## src/rtl/meter_pkg.sv

```systemverilog
// meter_pkg
// Shared definitions for the meter scheduler: result data width, default
// conversion watchdog limits, scheduler state encoding and the over-limit
// comparison used when a sample is captured.
package meter_pkg;

  localparam int DATA_W      = 22;
  localparam int BUSY_TO_DEF = 4;
  localparam int DONE_TO_DEF = 65535;

  typedef logic [DATA_W-1:0] data_t;

  // Scheduler states (plain constants to stay compatible with older tools)
  localparam logic [2:0] ST_IDLE      = 3'd0;
  localparam logic [2:0] ST_ISSUE     = 3'd1;
  localparam logic [2:0] ST_WAIT_BUSY = 3'd2;
  localparam logic [2:0] ST_WAIT_DONE = 3'd3;
  localparam logic [2:0] ST_CAPTURE   = 3'd4;

  // Strict unsigned compare: a result equal to its limit does not trip.
  function automatic logic over_limit(input data_t v, input data_t i,
                                      input data_t v_lim, input data_t i_lim);
    return (v > v_lim) || (i > i_lim);
  endfunction

endpackage

```

## src/rtl/meter_sched_if.sv

```systemverilog
// meter_sched_if
// Groups the host one-shot handshake, the meter block handshake/results and
// the captured-sample outputs of the meter scheduler.
//   slave  : scheduler side (drives ack, start, samples)
//   master : host + meter side (drives request, meter busy and results)
interface meter_sched_if;

  logic               oneshot_req;
  logic               oneshot_ack;
  logic               meter_start;
  logic               meter_busy;
  meter_pkg::data_t   meter_v;
  meter_pkg::data_t   meter_i;
  meter_pkg::data_t   sample_v;
  meter_pkg::data_t   sample_i;
  logic               sample_valid;

  modport slave (
    input  oneshot_req, meter_busy, meter_v, meter_i,
    output oneshot_ack, meter_start, sample_v, sample_i, sample_valid
  );

  modport master (
    output oneshot_req, meter_busy, meter_v, meter_i,
    input  oneshot_ack, meter_start, sample_v, sample_i, sample_valid
  );

endinterface

```

## src/rtl/period_timer.sv

```systemverilog
// period_timer
// Free-running sample-period counter.
//   clk, rst : clock, synchronous active-high reset
//   enable   : counting enable
//   period   : cycles between ticks; 0 stops the timer
//   tick     : high in the cycle the count reaches period-1
module period_timer #(
  parameter int PERIOD_W = 24
) (
  input  logic                clk,
  input  logic                rst,
  input  logic                enable,
  input  logic [PERIOD_W-1:0] period,
  output logic                tick
);

  logic [PERIOD_W-1:0] cnt_reg;
  logic                run;

  assign run  = enable && (period != '0);
  // >= keeps the timer from running away if period shrinks below the count
  assign tick = run && (cnt_reg >= (period - PERIOD_W'(1)));

  always_ff @(posedge clk) begin
    if (rst || !run || tick) begin
      cnt_reg <= '0;
    end else begin
      cnt_reg <= cnt_reg + PERIOD_W'(1);
    end
  end

endmodule

```

## src/rtl/meter_sched.sv

```systemverilog
// meter_sched
// Schedules meter conversions from a periodic timer and host one-shot
// requests, supervises the meter busy handshake with watchdogs, captures the
// results and raises a sticky trip flag on over-limit samples.
//   clk, rst          : clock, synchronous active-high reset
//   enable, period    : periodic sampling control (period 0 = off)
//   mif               : one-shot handshake, meter handshake/results, samples
//   v_limit, i_limit  : trip thresholds
//   clr               : clears trip and timeout_err
//   trip, timeout_err : sticky flags
//   busy              : scheduler is not idle
module meter_sched
  import meter_pkg::*;
#(
  parameter int PERIOD_W = 24,
  parameter int BUSY_TO  = BUSY_TO_DEF,
  parameter int DONE_TO  = DONE_TO_DEF
) (
  input  logic                clk,
  input  logic                rst,
  input  logic                enable,
  input  logic [PERIOD_W-1:0] period,
  meter_sched_if.slave        mif,
  input  data_t               v_limit,
  input  data_t               i_limit,
  input  logic                clr,
  output logic                trip,
  output logic                timeout_err,
  output logic                busy
);

  localparam int TO_MAX = (BUSY_TO > DONE_TO) ? BUSY_TO : DONE_TO;
  localparam int WD_W   = $clog2(TO_MAX + 1);

  logic [2:0]      state_reg, state_next;
  logic [WD_W-1:0] wd_reg, wd_next;
  logic            pend_per_reg, pend_per_next;
  logic            ack_reg, ack_next;
  logic            start_reg, start_next;
  logic            valid_reg;
  data_t           sample_v_reg, sample_i_reg;
  logic            trip_reg, tout_reg;
  logic            capture, tout_set, tick, per_run;

  period_timer #(.PERIOD_W(PERIOD_W)) u_timer (
    .clk    (clk),
    .rst    (rst),
    .enable (enable),
    .period (period),
    .tick   (tick)
  );

  assign per_run = enable && (period != '0);

  always_comb begin
    state_next    = state_reg;
    wd_next       = wd_reg;
    // A tick arriving mid-conversion is remembered once until serviced
    pend_per_next = per_run ? (pend_per_reg | tick) : 1'b0;
    ack_next      = 1'b0;
    start_next    = 1'b0;
    capture       = 1'b0;
    tout_set      = 1'b0;
    case (state_reg)
      ST_IDLE: begin
        // A live tick is treated as pending so a coincident one-shot and
        // tick collapse into a single conversion.
        if (mif.oneshot_req || pend_per_reg || tick) begin
          state_next    = ST_ISSUE;
          pend_per_next = 1'b0;
          ack_next      = mif.oneshot_req;
        end
      end
      ST_ISSUE: begin
        start_next = 1'b1;
        wd_next    = '0;
        state_next = ST_WAIT_BUSY;
      end
      ST_WAIT_BUSY: begin
        if (mif.meter_busy) begin
          wd_next    = '0;
          state_next = ST_WAIT_DONE;
        end else if (wd_reg == WD_W'(BUSY_TO - 1)) begin
          tout_set   = 1'b1;
          state_next = ST_IDLE;
        end else begin
          wd_next = wd_reg + WD_W'(1);
        end
      end
      ST_WAIT_DONE: begin
        if (!mif.meter_busy) begin
          state_next = ST_CAPTURE;
        end else if (wd_reg == WD_W'(DONE_TO - 1)) begin
          tout_set   = 1'b1;
          state_next = ST_IDLE;
        end else begin
          wd_next = wd_reg + WD_W'(1);
        end
      end
      ST_CAPTURE: begin
        capture    = 1'b1;
        state_next = ST_IDLE;
      end
      default: state_next = ST_IDLE;
    endcase
  end

  always_ff @(posedge clk) begin
    if (rst) begin
      state_reg    <= ST_IDLE;
      wd_reg       <= '0;
      pend_per_reg <= 1'b0;
      ack_reg      <= 1'b0;
      start_reg    <= 1'b0;
      valid_reg    <= 1'b0;
      sample_v_reg <= '0;
      sample_i_reg <= '0;
      trip_reg     <= 1'b0;
      tout_reg     <= 1'b0;
    end else begin
      state_reg    <= state_next;
      wd_reg       <= wd_next;
      pend_per_reg <= pend_per_next;
      ack_reg      <= ack_next;
      start_reg    <= start_next;
      valid_reg    <= capture;
      if (capture) begin
        sample_v_reg <= mif.meter_v;
        sample_i_reg <= mif.meter_i;
      end
      // Set has priority over a coincident clear
      trip_reg <= (capture && over_limit(mif.meter_v, mif.meter_i, v_limit, i_limit))
                  || (trip_reg && !clr);
      tout_reg <= tout_set || (tout_reg && !clr);
    end
  end

  assign mif.oneshot_ack  = ack_reg;
  assign mif.meter_start  = start_reg;
  assign mif.sample_valid = valid_reg;
  assign mif.sample_v     = sample_v_reg;
  assign mif.sample_i     = sample_i_reg;
  assign trip             = trip_reg;
  assign timeout_err      = tout_reg;
  assign busy             = (state_reg != ST_IDLE);

endmodule

```

## src/flat_wrapper.sv

```systemverilog
// flat-port wrapper written by rule: the top's interface ports become plain ports
module meter_sched_flat import meter_pkg::*;
#(
  parameter int PERIOD_W = 24,
  parameter int BUSY_TO  = BUSY_TO_DEF,
  parameter int DONE_TO  = DONE_TO_DEF
)
  (clk, rst, enable, period, v_limit, i_limit, clr, trip, timeout_err, busy, mif_oneshot_req, mif_meter_busy, mif_meter_v, mif_meter_i, mif_oneshot_ack, mif_meter_start, mif_sample_v, mif_sample_i, mif_sample_valid);
  meter_sched_if mif_i ();
  input  logic clk;
  input  logic rst;
  input  logic enable;
  input  logic [PERIOD_W-1:0] period;
  input  data_t v_limit;
  input  data_t i_limit;
  input  logic clr;
  output logic trip;
  output logic timeout_err;
  output logic busy;
  input wire logic [$bits(mif_i.oneshot_req)-1:0] mif_oneshot_req;
  input wire logic [$bits(mif_i.meter_busy)-1:0] mif_meter_busy;
  input wire logic [$bits(mif_i.meter_v)-1:0] mif_meter_v;
  input wire logic [$bits(mif_i.meter_i)-1:0] mif_meter_i;
  output wire logic [$bits(mif_i.oneshot_ack)-1:0] mif_oneshot_ack;
  output wire logic [$bits(mif_i.meter_start)-1:0] mif_meter_start;
  output wire logic [$bits(mif_i.sample_v)-1:0] mif_sample_v;
  output wire logic [$bits(mif_i.sample_i)-1:0] mif_sample_i;
  output wire logic [$bits(mif_i.sample_valid)-1:0] mif_sample_valid;
  assign mif_i.oneshot_req = mif_oneshot_req;
  assign mif_i.meter_busy = mif_meter_busy;
  assign mif_i.meter_v = mif_meter_v;
  assign mif_i.meter_i = mif_meter_i;
  assign mif_oneshot_ack = mif_i.oneshot_ack;
  assign mif_meter_start = mif_i.meter_start;
  assign mif_sample_v = mif_i.sample_v;
  assign mif_sample_i = mif_i.sample_i;
  assign mif_sample_valid = mif_i.sample_valid;
  meter_sched #(.PERIOD_W(PERIOD_W), .BUSY_TO(BUSY_TO), .DONE_TO(DONE_TO)) u_core (.clk(clk), .rst(rst), .enable(enable), .period(period), .mif(mif_i), .v_limit(v_limit), .i_limit(i_limit), .clr(clr), .trip(trip), .timeout_err(timeout_err), .busy(busy));
endmodule
```

## config.mk

```make
export PLATFORM = sky130hd
export DESIGN_NAME = meter_sched_flat
export DESIGN_NICKNAME = d
export VERILOG_FILES = /design/src/rtl/meter_pkg.sv /design/src/rtl/meter_sched_if.sv /design/src/rtl/period_timer.sv /design/src/rtl/meter_sched.sv /design/src/flat_wrapper.sv
export SDC_FILE = /design/constraint.sdc
export NUM_CORES = 1
export LEC_CHECK = 0
export ABC_AREA = 1
export CELL_PAD_IN_SITES_DETAIL_PLACEMENT = 2
export CELL_PAD_IN_SITES_GLOBAL_PLACEMENT = 2
export CORE_MARGIN = 1.5
export CORE_UTILIZATION = 28
export DETAILED_ROUTE_END_ITERATION = 7
export GPL_ROUTABILITY_DRIVEN = 0
export HOLD_SLACK_MARGIN = 0.12
export PLACE_DENSITY = 0.93
export SLEW_MARGIN = 25
export SYNTH_ARGS = -nofsm -noshare
export SYNTH_HDL_FRONTEND = slang
export SYNTH_SLANG_ARGS = --single-unit
```

## constraint.sdc

```tcl
create_clock -name clk -period 8.3 [get_ports clk]
set_input_delay 1.66 -clock clk [delete_from_list [all_inputs] [get_ports clk]]
set_output_delay 1.66 -clock clk [all_outputs]
set_load 0.05 [all_outputs]
```

# After elaboration in Yosys (flattened, before gate mapping)
# Cells that the tools add are included.
# totals
reg_bits,93
input_bits,118
out_inout_bits,50
# classes
addsub,3
order_cmp,3
eq_ne,12
mux,21
n_bitwise,3
reduce_logical,21
# ops
cell,n
16-bit two-way mux,4
16-bit case mux with 3 select lines,1
22-bit greater-than comparator,2
24-bit by 1-bit adder with 24-bit output (second input constant),1
24-bit greater-or-equal comparator,1
24-bit nonzero test,1
24-bit by 1-bit subtractor with 24-bit output (second input constant),1
16-bit by 1-bit adder with 16-bit output (second input constant),1
16-bit equality test (second input constant),1
16-bit by 2-bit equality test with 1-bit output (second input constant),1
3-bit two-way mux,5
3-bit case mux with 4 select lines,1
1-bit two-way mux,9
1-bit logical OR,7
3-bit by 2-bit equality test with 1-bit output (second input constant),2
3-bit by 2-bit inequality test with 1-bit output (second input constant),2
3-bit nonzero test,2
1-bit logical AND,5
2-bit inequality test (second input constant),2
4-bit AND reduction,1
3-bit by 1-bit equality test with 1-bit output (second input constant),1
3-bit equality test (second input constant),1
3-bit zero test,1
3-bit inequality test (second input constant),1
7 further kinds,9

# Logic depth before layout (Yosys ltp)
# logic_depth
word_depth,7
ltp_mapped,23

# Hierarchy
# From an unflattened synthesis, not the netlist that was laid out.
# unflattened
hier_cells,1017
hier_area_um2,6739.0
# by_module_without_submodules
mod,instances,cells_per_inst,area_per_inst_um2,seq_area_each_um2
meter_sched,1,646,4290.4,1381.3
period_timer,1,371,2448.6,480.5

# Worst setup path after synthesis
# No wires, ideal clock.
# synth_path
path_kind,input to register
start,input port period[0]
end,register u_core.u_timer.cnt_reg[18]
setup_time_ns,0.119
arrival_time_ns,3.936
slack_ns,4.245
stages,22
path_cell_list,inv_1 ha_1 nand4_2 inv_1 nand2_1 nor2_1 inv_1 nor2_1 nand3_1 xor2_1 inv_1 ha_1 nand2_1 nor2_1 nand2_1 nor2_1 nand2_1 nand3_1 nand2_2 nand2_2 buf_2 nor3b_1
# synth_between
elab_chain_len,5
word_cells_on_any_way,8
# synth_lines
element,line,text
"start, declared",flat_wrapper.sv:13,input logic [PERIOD_W-1:0] period;
branches (longest 4 deep; another with 24-bit by 1-bit subtractor with 24-bit output),n/a,
1-bit logical OR *,period_timer.sv:25,if (rst || !run || tick) begin
"end signal, assigned",period_timer.sv:28,cnt_reg <= cnt_reg + PERIOD_W'(1);
"end, declared",period_timer.sv:17,logic [PERIOD_W-1:0] cnt_reg;
# Every way passes the cells marked *.
# A chain may end at the register's enable or synchronous reset.

# Worst setup path after layout
# layout_path
start,input port period[0]
end,register u_core.u_timer.cnt_reg[14]
# Same word-level chain as after synthesis.

==> flow_summary_export.csv <==
group,metric,value,unit
status,status,"complete, no violations",
yosys,synth_nets,1102,
setup_path,worst_ep_required_time,8520,ps
yosys,synth_ff_type,"dfxtp_1",
setup_path,worst-setup-path-type,"input pin to flop",
pwr,power.internal,792,uW
setup_path,cp-end-kind,"flop",
setup_path,r2r_start,"u_core.wd_reg[0]$_SDFFE_PP0P_",
clock_network,cts_buffers,9,
clock_network,cts.sinks,93,
grt,grt_pass1_vias,7487,
routing,avgViaCountPerCell,4.83,
floorplan,fp.dieW,153,um
timing,finalCriticalPeriod,4780,ps
yosys,yosysWarnings,0,
routing,routed_wl,23000,um
routing,dr.pass1.iters,4,
timing,rsz0062_at_grt,"no",
layout,insertedDiodeCount,0,
layout,nFillCells,2633,
hold_path,min_to,"u_core.u_timer.cnt_reg[0]$_SDFF_PP0_",
grt,antenna_found_initial,0,
clock_network,cts_tree,"built",
timing,fin_crit_sh,0.576,
floorplan,start_util,0.286,
yosys,yosysMostFrequentCell,"nor2_1",
setup_path,r2r_end,"u_core.wd_reg[13]$_SDFFE_PP0P_",
layout,drive_above_1_share,0.0565,
yosys,yosysTopAreaCellShare,0.297,
clock_network,cts.clk_slew.worst_paths,80,ps
clock_network,clk_latency,350,ps
layout,largest_reg_flops,24,
yosys,avgSynthCellArea,6.87,um^2
timing,relSlewSlack,0.384,
layout,stdcell_count,1359,
layout,syn_to_final_growth,35.7,%
yosys,yosys.area.top_type,"dfxtp_1",
grt,grt_start_max_net_pins,47,
floorplan,dieArea,23300,um^2
setup_path,ff2ff_path_depth,11,
placement,place_hpwl,18400,um
pwr,clkPwrFrac,0.342,
clock_network,clockBufferDepth,2,
grt,grt_pass1_wl,37800,um
timing,setup_violations,0,
pwr,leakage,0.00369,uW
setup_path,start_kind,"input pin",
grt,grt_usage,0.201,
job,maxCapViolCount,0,
floorplan,num_rows,54,
yosys,synthTopCellsByArea,"dfxtp_1, ha_1, nor2_1",
clock_network,htreeDepth,3,
routing,post_drt_wl_per_cell,16.9,um
timing,setup_tns,0,ps
clock_network,post-cts-setup-buffers,0,
clock_network,holdBufCountCts,0,
placement,place_area,8220,um^2
pwr,netSwitchingFraction,0.332,
setup_path,worstPathArrival,5000,ps
hold_path,hp-start,"u_core.u_timer.cnt_reg[0]$_SDFF_PP0_",
clock_network,root_buffer,"clkbuf_16",
pwr,pwr-share-seq,0.399,
timing,drv_slew,0,
routing,via_count,6570,
pwr,p_comb_frac,0.259,
setup_path,r2r_slack,6070,ps
timing,finalHoldViolCount,0,
timing,tightest_slew,924,ps
grt,overflow,0,
yosys,yosysSeqAreaShare,0.297,
yosys,synth_cells,912,
layout,finalInstanceArea,8510,um^2
placement,placedCellCount,1343,
pwr,power_switching,394,uW
hold_path,holdCritPathClass,"flop to flop",
setup_path,crit_fanout,24,
hold_path,hold_depth,1,
placement,io_buffers,167,
routing,drcViolationCount,0,
floorplan,die_h,153,um
routing,first_iter_violations,164,
timing,fmax,0.209,GHz
timing,finClkSkew,8.77,ps
yosys,synth_edf_count,0,
yosys,ys_seq_elements,93,
floorplan,ios,168,
pwr,powerDensity,139,nW/um^2
floorplan,coreArea,21900,um^2
routing,ant_nets,0,
clock_network,ctsResizeCount,0,
layout,fin_nets,1264,
yosys,synthDistinctLibCells,39,
yosys,synth.cell_area,6270,um^2
pwr,peakVddDrop,0.105,mV
yosys,ys_async_sr_fraction,0,
yosys,ys_top_cells_by_count,"nor2_1, nand2_1, inv_1",
==> power groups by stage <==
stage / clock [uW] / sequential [uW] / combinational [uW]
after floorplan: 0 / 507 / 148
after global placement: 0 / 482 / 293
after detailed placement: 0 / 484 / 307
after CTS: 422 / 473 / 312
after global routing: 441 / 475 / 340
final: 406 / 473 / 307
==> critical path, stage by stage <==
cell and delay, ps:
clkdlybuf4s50_1 460, inv_1 140, ha_1 240, nand4_2 170
inv_1 100, nand2_1 110, nor2_1 150, inv_1 80
nor2_1 170, nand3_1 120, xor2_1 150, inv_1 80
ha_1 270, nand2_1 50, nor2_1 140, nand2_1 90
nor2_1 110, nand2_1 70, nand3_1 80, nand2_2 70
nand2_2 380, nor2_1 110
==> cells in the final DEF, fill, tap and decap left out, types with 3 or more instances in the layout <==
cell             Yosys  routed
o21ai_1              6       6
or2_2                3       3
clkdlybuf4s50_1      0     167
or2_0                3       3
o21ai_0             54      54
a21oi_1             45      45
nand2_2              6       6
nor3_1              17      17
xor2_1              23      23
nor3b_1              5       5
nand3_2              5       5
dfxtp_1             93      93
nand3_1             25      25
nand2_1            139     139
nand4_1             24      24
ha_1                72      72
inv_2                7       7
nor4_1               3       3
inv_1              138     138
nor2_2               7       7
xnor2_1             10      10
nor2_4               8       8
clkbuf_16            0       9
nor2_1             183     183
clkinvlp_4           0       4
a211oi_1             3       3
==> area by class of cell <==
cell class,instances,area (um^2),area share
tap,280,350,0.0412
clock inverter,7,58.8,0.00691
timing repair buffer,169,1690,0.198
sequential,93,1860,0.219
inverter,145,544,0.0640
multi-input combinational,656,3780,0.444
clock buffer,9,225,0.0265
==> worst max-delay path by stage <==
stage	startpoint	endpoint	slack [ps]	cells after the start
final	period[0]	u_core.u_timer.cnt_reg[14]$_SDFF_PP0_	3520	22
after global routing	period[0]	u_core.u_timer.cnt_reg[12]$_SDFF_PP0_	3040	22
after CTS	period[0]	u_core.u_timer.cnt_reg[7]$_SDFF_PP0_	3520	22
after detailed placement	period[0]	u_core.u_timer.cnt_reg[14]$_SDFF_PP0_	3150	22
after global placement	period[0]	u_core.u_timer.cnt_reg[21]$_SDFF_PP0_	3340	22
after floorplan	period[0]	u_core.u_timer.cnt_reg[18]$_SDFF_PP0_	4250	22
==> per-stage QoR <==
step	hold WS [ps]	util	worst slack, ps	total power (uW)
floorplan	417	-	4250	655
global placement	428	0.376	3340	776
detailed placement	448	0.376	3150	791
CTS	466	0.389	3520	1210
global route	478	0.389	3040	1260
finish	462	0.389	3520	1190
==> cell families (layout without fill, tap and decap cells) <==
family / after synthesis / in the layout / share of synthesized area
xor+xnor: 33 / 33 / 0.0461
fa+ha+maj: 72 / 72 / 0.144
flops: 93 / 93 / 0.297
compound gates: 116 / 116 / 0.0986
buf+inv: 163 / 330 / 0.0998
simple gates: 435 / 435 / 0.314
==> routing by layer <==
layer	vias to the layer above	global-route usage	wire, um
met5	-	0	0
met2	158	0.373	11600
li1	3246	-	-
met4	0	0.0531	389
met1	3136	0.218	9280
met3	30	0.0629	1660
No activity file was read; power rests on OpenSTA's default activity.
